File: src/rtl/bitwise_serial_unit.sv
`default_nettype none
// ============================================================================
// Module      : bitwise_serial_unit
// Description : Bit-serial AND/OR unit. Operands A and B arrive one bit per
//               cycle, LSB first, on a valid/ready stream. Beat i writes bit i
//               of the result vectors directly; the two reduction flags
//               accumulate per beat. A complete frame is presented on a
//               valid/ready result port until the consumer takes it.
//
// Ports       : clk              - rising-edge clock
//               rst_n            - synchronous reset, active-low
//               in_valid         - a_bit/b_bit carry a valid beat
//               in_ready         - unit accepts a beat (state != DONE)
//               a_bit, b_bit     - current operand bits, LSB first
//               abort            - discard the partial frame (ignored in DONE)
//               res_valid        - result registers hold a complete frame
//               res_ready        - consumer takes the result
//               and_result       - A & B
//               or_result        - A | B
//               or_reduction_a   - |A
//               and_reduction_or - &(A & B)
//               xor_result       - A ^ B (only with BITSER_XOR_EN)
//               busy             - frame in progress (SHIFT)
//
// Config      : define BITSER_XOR_EN to add the xor_result output.
// Revision    : 1.0 - initial release
// ============================================================================
module bitwise_serial_unit #(
    parameter int WIDTH = 3
) (
    input  logic             clk,
    input  logic             rst_n,
    input  logic             in_valid,
    output logic             in_ready,
    input  logic             a_bit,
    input  logic             b_bit,
    input  logic             abort,
    output logic             res_valid,
    input  logic             res_ready,
    output logic [WIDTH-1:0] and_result,
    output logic [WIDTH-1:0] or_result,
    output logic             or_reduction_a,
    output logic             and_reduction_or,
`ifdef BITSER_XOR_EN
    output logic [WIDTH-1:0] xor_result,
`endif
    output logic             busy
);

    localparam int CW = (WIDTH > 1) ? $clog2(WIDTH) : 1;
    localparam logic [CW-1:0] c_LAST = CW'(WIDTH - 1);

    localparam logic [1:0] c_IDLE  = 2'd0;
    localparam logic [1:0] c_SHIFT = 2'd1;
    localparam logic [1:0] c_DONE  = 2'd2;

    logic [1:0]       r_state;
    logic [CW-1:0]    r_cnt;
    logic [WIDTH-1:0] r_and;
    logic [WIDTH-1:0] r_or;
    logic             r_or_red;
    logic             r_and_red;
`ifdef BITSER_XOR_EN
    logic [WIDTH-1:0] r_xor;
`endif

    logic w_in_ready;

    // Ready depends on state only, so upstream never sees a combinational
    // path from its own valid back to ready.
    assign w_in_ready = (r_state != c_DONE);

    always_ff @(posedge clk) begin
        if (!rst_n) begin
            r_state   <= c_IDLE;
            r_cnt     <= '0;
            r_and     <= '0;
            r_or      <= '0;
            r_or_red  <= 1'b0;
            r_and_red <= 1'b0;
`ifdef BITSER_XOR_EN
            r_xor     <= '0;
`endif
        end else begin
            case (r_state)
                c_IDLE: begin
                    if (abort) begin
                        r_cnt <= '0;
                    end else if (in_valid) begin
                        // First beat re-seeds both reduction accumulators.
                        r_and[0]  <= a_bit & b_bit;
                        r_or[0]   <= a_bit | b_bit;
`ifdef BITSER_XOR_EN
                        r_xor[0]  <= a_bit ^ b_bit;
`endif
                        r_or_red  <= a_bit;
                        r_and_red <= a_bit & b_bit;
                        r_cnt     <= CW'(1);
                        r_state   <= c_SHIFT;
                    end
                end
                c_SHIFT: begin
                    if (abort) begin
                        // Abort wins over a beat presented in the same cycle.
                        r_cnt   <= '0;
                        r_state <= c_IDLE;
                    end else if (in_valid) begin
                        r_and[r_cnt] <= a_bit & b_bit;
                        r_or[r_cnt]  <= a_bit | b_bit;
`ifdef BITSER_XOR_EN
                        r_xor[r_cnt] <= a_bit ^ b_bit;
`endif
                        r_or_red     <= r_or_red | a_bit;
                        r_and_red    <= r_and_red & a_bit & b_bit;
                        if (r_cnt == c_LAST) begin
                            r_cnt   <= '0;
                            r_state <= c_DONE;
                        end else begin
                            r_cnt <= r_cnt + CW'(1);
                        end
                    end
                end
                c_DONE: begin
                    // Result registers are left untouched on exit.
                    if (res_ready) begin
                        r_state <= c_IDLE;
                    end
                end
                default: begin
                    r_state <= c_IDLE;
                    r_cnt   <= '0;
                end
            endcase
        end
    end

    assign in_ready         = w_in_ready;
    assign res_valid        = (r_state == c_DONE);
    assign busy             = (r_state == c_SHIFT);
    assign and_result       = r_and;
    assign or_result        = r_or;
    assign or_reduction_a   = r_or_red;
    assign and_reduction_or = r_and_red;
`ifdef BITSER_XOR_EN
    assign xor_result       = r_xor;
`endif

endmodule
`default_nettype wire

File: config.mk
export PLATFORM = sky130hd
export DESIGN_NAME = bitwise_serial_unit
export DESIGN_NICKNAME = d
export VERILOG_FILES = /design/src/rtl/bitwise_serial_unit.sv
export SDC_FILE = /design/constraint.sdc
export NUM_CORES = 1
export LEC_CHECK = 0
export CAP_MARGIN = 20
export CORE_MARGIN = 2
export CORE_UTILIZATION = 35
export CTS_BUF_LIST = sky130_fd_sc_hd__clkbuf_2 sky130_fd_sc_hd__clkbuf_4 sky130_fd_sc_hd__clkbuf_8
export DETAILED_ROUTE_END_ITERATION = 10
export PLACE_DENSITY = 0.76
export SETUP_SLACK_MARGIN = 0.1
export SLEW_MARGIN = 20
export SYNTH_ARGS = -nofsm -noshare
export SYNTH_HDL_FRONTEND = slang
export SYNTH_SLANG_ARGS = --single-unit
File: constraint.sdc
create_clock -name clk -period 1.81 [get_ports clk]
set_input_delay 0.362 -clock clk [delete_from_list [all_inputs] [get_ports clk]]
set_output_delay 0.362 -clock clk [all_outputs]
set_load 0.005 [all_outputs]
# Yosys cells after proc, flatten, opt, wreduce, memory -nomap -nowiden
# Cells that the tools add are included.
# Widths: inputs -> output; s select.
# classes
magnitude_cmp	2
bitwise	7
n_eq_ne	12
n_addsub	1
muxes	34
n_reduce_logical	7
# ops
operator	n
$mux 2	10
$mux 1	15
$pmux 2 s3	2
$ne 2x2->1 const B	5
$reduce_and 5->1	2
$pmux 1 s2	4
$bwmux 3	2
$ne 3x3->1 const B	2
$reduce_and 3->1	2
$eq 2x2->1 const B	2
$and 1x1->1	3
$lt 2x3->1 const B	1
$ne 3x2->1 const B	1
$add 2x1->2 const B	1
$demux 1 s2	1
$eq 2x1->1 const B	1
$ge 2x1->1 const B	1
$logic_not 2->1	1
$ne 2x1->1 const B	1
$not 1->1	2
$or 1x1->1	2
$reduce_bool 2->1	1
$logic_and 1x1->1	1
# totals
ff_bits	12
wordCells	71
input_bits	7

# Longest topological paths before layout
# logic_depth
word_depth	8
mapped_depth	4
depth_no_buf	4

# Worst setup path before layout
# Ideal clock, no wire load.
# synth_timing
kind	input to register
from	in abort
to	reg r_and[2] (netlist: and_result[2])
cell_stages	3
t_required_ns	1.738
setup_ns	0.072
t_arrival_ns	1.220
slack_ns	0.518
path_cell_list	or3b_4 > nor4b_4 > mux2i_1
# synth_between
elab_chain_len	2
# synth_lines
item	line_no	text
start, declared	37	input logic abort,
$not 1->1 (no source line)	-	
$reduce_and 3->1 (no source line)	-	
end signal, assigned by index	108	r_and[r_cnt] <= a_bit & b_bit;
end, declared	59	logic [WIDTH-1:0] r_and;
# Every way passes these cells.
# A chain may end at the register's enable or synchronous reset.

# Final worst setup path
# layout_timing
from	reg r_state[0]
to	out busy
# layout_between
elab_chain_len	1
# layout_lines
item	line_no	text
start, declared	57	logic [1:0] r_state;
start signal, assigned	75	r_state <= c_IDLE;
start signal, assigned	99	r_state <= c_SHIFT;
start signal, assigned	106	r_state <= c_IDLE;
$eq 2x1->1	139	assign busy = (r_state == c_SHIFT);
end, declared	47	output logic busy
# Every way passes these cells.

==> summary.md <==
| Metric | Value |
|---|---|
| Place WS | `-0.0771 ns` |
| Most frequent cells in the layout | `clkdlybuf4s50_1 (15), dfxtp_1 (10), nand2_1 (9)` |
| Die X-Extent | `42.3 um` |
| Internal Power | `0.431 mW` |
| Fin crit share | `89.5%` |
| CP Capture Type | `primary output` |
| Net Count, Synth | `61` |
| DR iter-0 viols | `7` |
| WL final | `1.23 mm` |
| Die area | `1790 um^2` |
| Worst setup path class | `reg -> out` |
| Largest area contributor in the netlist | `dfxtp_1` |
| Vias per cell | `5.04` |
| TritonRoute pass-1 iters | `4` |
| Skew final | `0.00346 ns` |
| Pwr dens | `695 nW/um^2` |
| Finished Core Util | `59.9%` |
| Number of antenna-violating nets in the routed design | `0` |
| TritonCTS buffer count | `3` |
| Final hold vios | `0` |
| Initial antenna violation count | `0` |
| RSZ-0062 raised after global routing | `false` |
| Net Switching | `0.125 mW` |
| Fmax | `617 MHz` |
| Combinational share of power | `12.0%` |
| Flop pwr share | `49.2%` |
| CP Launch Type | `flop` |
| Clock Path Buffers | `2` |
| Post-route worst setup slack | `0.189 ns` |
| YS warnings | `0` |
| # H-tree levels | `1` |
| Critical Path RT | `1.45 ns` |
| Cts hold-fix bufs | `0` |
| Top cell type's share of synthesized area | `46.8%` |
| Post-DP HPWL | `908 um` |
| Commonest non-fill, non-tap cell in the layout | `clkdlybuf4s50_1` |
| Via count | `479` |
| Hold WC Path Type | `reg -> reg` |
| Root buffer cell | `clkbuf_4` |
| Initial Util | `38.5%` |
| Critical path arrival | `1.26 ns` |
| Netlist cell types | `18` |
| Die Y | `42.3 um` |
| Core area | `1330 um^2` |
| Fillers | `111` |
| Synthesized instance count | `54` |
| Clock latency at the later pin of the worst-skew pair | `0.28 ns` |
| CTS sink cnt | `12` |
| First-pass GRT wire length | `2.08 mm` |
| Design area | `800 um^2` |
| Total power | `0.556 mW` |
| Critical path fanouts, max | `3` |
| Vias in the first global route | `467` |
| Clock share of power | `38.9%` |
| ANT cells | `0` |
| Post-Synthesis Cell Area | `513 um^2` |
| Flip-flop and latch count after synthesis | `12` |
| I/O Buffers | `17` |
| Max-Cap Viols | `0` |
| Crit path time final | `1.62 ns` |
| CTS tree | `yes` |
| Slew margin rel. | `74.5%` |
| I/O pins | `18` |
| Total GRT Usage | `15.2%` |
| Total gr overflow | `0` |
| GP Congestion | `0.782` |
| Tightest Pin Transition | `0.378 ns` |
| Final nets | `88` |
| Layout cells sized above 1 | `20.0%` |
| Peak supply drop | `0.311 mV` |
| Final setup viols | `0` |
| Largest net degree at the start of global routing | `11` |
| Mapped Avg Cell Area | `9.50 um^2` |
| TNS Setup | `0 ns` |
| Post-Place Cell Area | `728 um^2` |
| Clock-pin slew of the registers on the worst-case setup and hold paths | `0.08 ns` |
| Synth area leaders | `dfxtp_1 (47%), mux2i_1 (12%), o21ai_0 (6.8%)` |
| LEAKAGE | `0.322 nW` |
| Layout area overhead | `55.9%` |
| DRC violations left | `0` |
| Status | `finished clean` |
| # rows | `13` |
| Max-slew violation count | `0` |
| Seq/Total Area, Yosys | `46.8%` |
| WL/cell | `12.9 um` |
| Sw frac | `22.5%` |
[final cells by class]
class,instances,area (um^2),area share [%]
Multi-Input combinational cell,39,269,33.6
Sequential cell,12,248,31.0
Timing Repair Buffer,23,220,27.5
Clock buffer,4,36.3,4.54
Tap cell,15,18.8,2.35
Inverter,2,7.51,0.939
[per-layer routing]
layer / GRT usage [%] / vias to the layer above / part of all wire (%) / wire length [um]
met5: 0 / - / 0 / 0
met4: 9.38 / 0 / 3.1 / 38
met3: 4.31 / 6 / 5.7 / 70
met2: 23.4 / 17 / 46 / 561
met1: 18.6 / 213 / 45 / 559
li1: - / 243 / - / -
[power groups by stage]
stage               Clock (mW)  Sequential, mW  Combinational (mW)
floorplan                    0           0.282              0.0230
global placement             0           0.283              0.0610
detailed placement           0           0.283              0.0619
CTS                      0.220           0.276              0.0645
global route             0.234           0.275              0.0727
finish                   0.216           0.273              0.0664
[flip-flops by register name, summed over array words and instances, names as in the netlist]
| signal | cells |
|---|---|
| r_state | 2 |
| and_result | 3 |
| or_reduction_a | 1 |
| and_reduction_or | 1 |
| r_cnt | 2 |
| or_result | 3 |
[cell usage after synthesis]
master / n
nand2_1: 9
or3b_4: 1
nor3b_1: 1
nor4b_4: 1
nor2b_1: 1
mux2i_1: 6
nor4b_1: 1
a21boi_0: 3
nand4b_1: 2
nor2_1: 3
and2_1: 1
nor3_1: 1
o21ai_0: 7
a21oi_1: 1
o21a_1: 1
clkbuf_1: 1
dfxtp_1: 12
inv_1: 2
[worst paths after layout]
path                            startpoint            to  slack [ns]  cells past startpoint
worst max-delay path            r_state[0]          busy        0.19                      3
worst max register to register  r_state[1]  or_result[2]        0.41                      3
worst min register to register  r_state[1]    r_state[0]        0.46                      1
worst min-delay path            r_state[1]    r_state[0]        0.46                      1
[critical path: stages (launching register included)]
cell and delay (ns):
dfxtp_4 0.35, inv_2 0.05, nor2_1 0.08, clkdlybuf4s50_1 0.50
[metrics by stage]
step           std cells  hold WS, ns
4_1_cts               94        0.472
3_3_place_gp          89        0.447
5_1_grt               95        0.478
6_report              95        0.464
2_1_floorplan         54        0.439
3_5_place_dp          89        0.455
[cell families after synthesis]
group	count (synthesis)	synth area share, %
and+or+nand+nor	21	25.6
DFF	12	46.8
muxes	6	11.7
AOI/OAI and AO/OA	12	13.7
buffers and inverters	3	2.19
[repair_timing]
item	in CTS	in global routing
buffers inserted	1	1
resized for setup	6	3
endpoints found under the hold margin	0	0
pin swaps	0	0
endpoints found under the setup margin	3	3
Power figures use the tool's default switching activity.
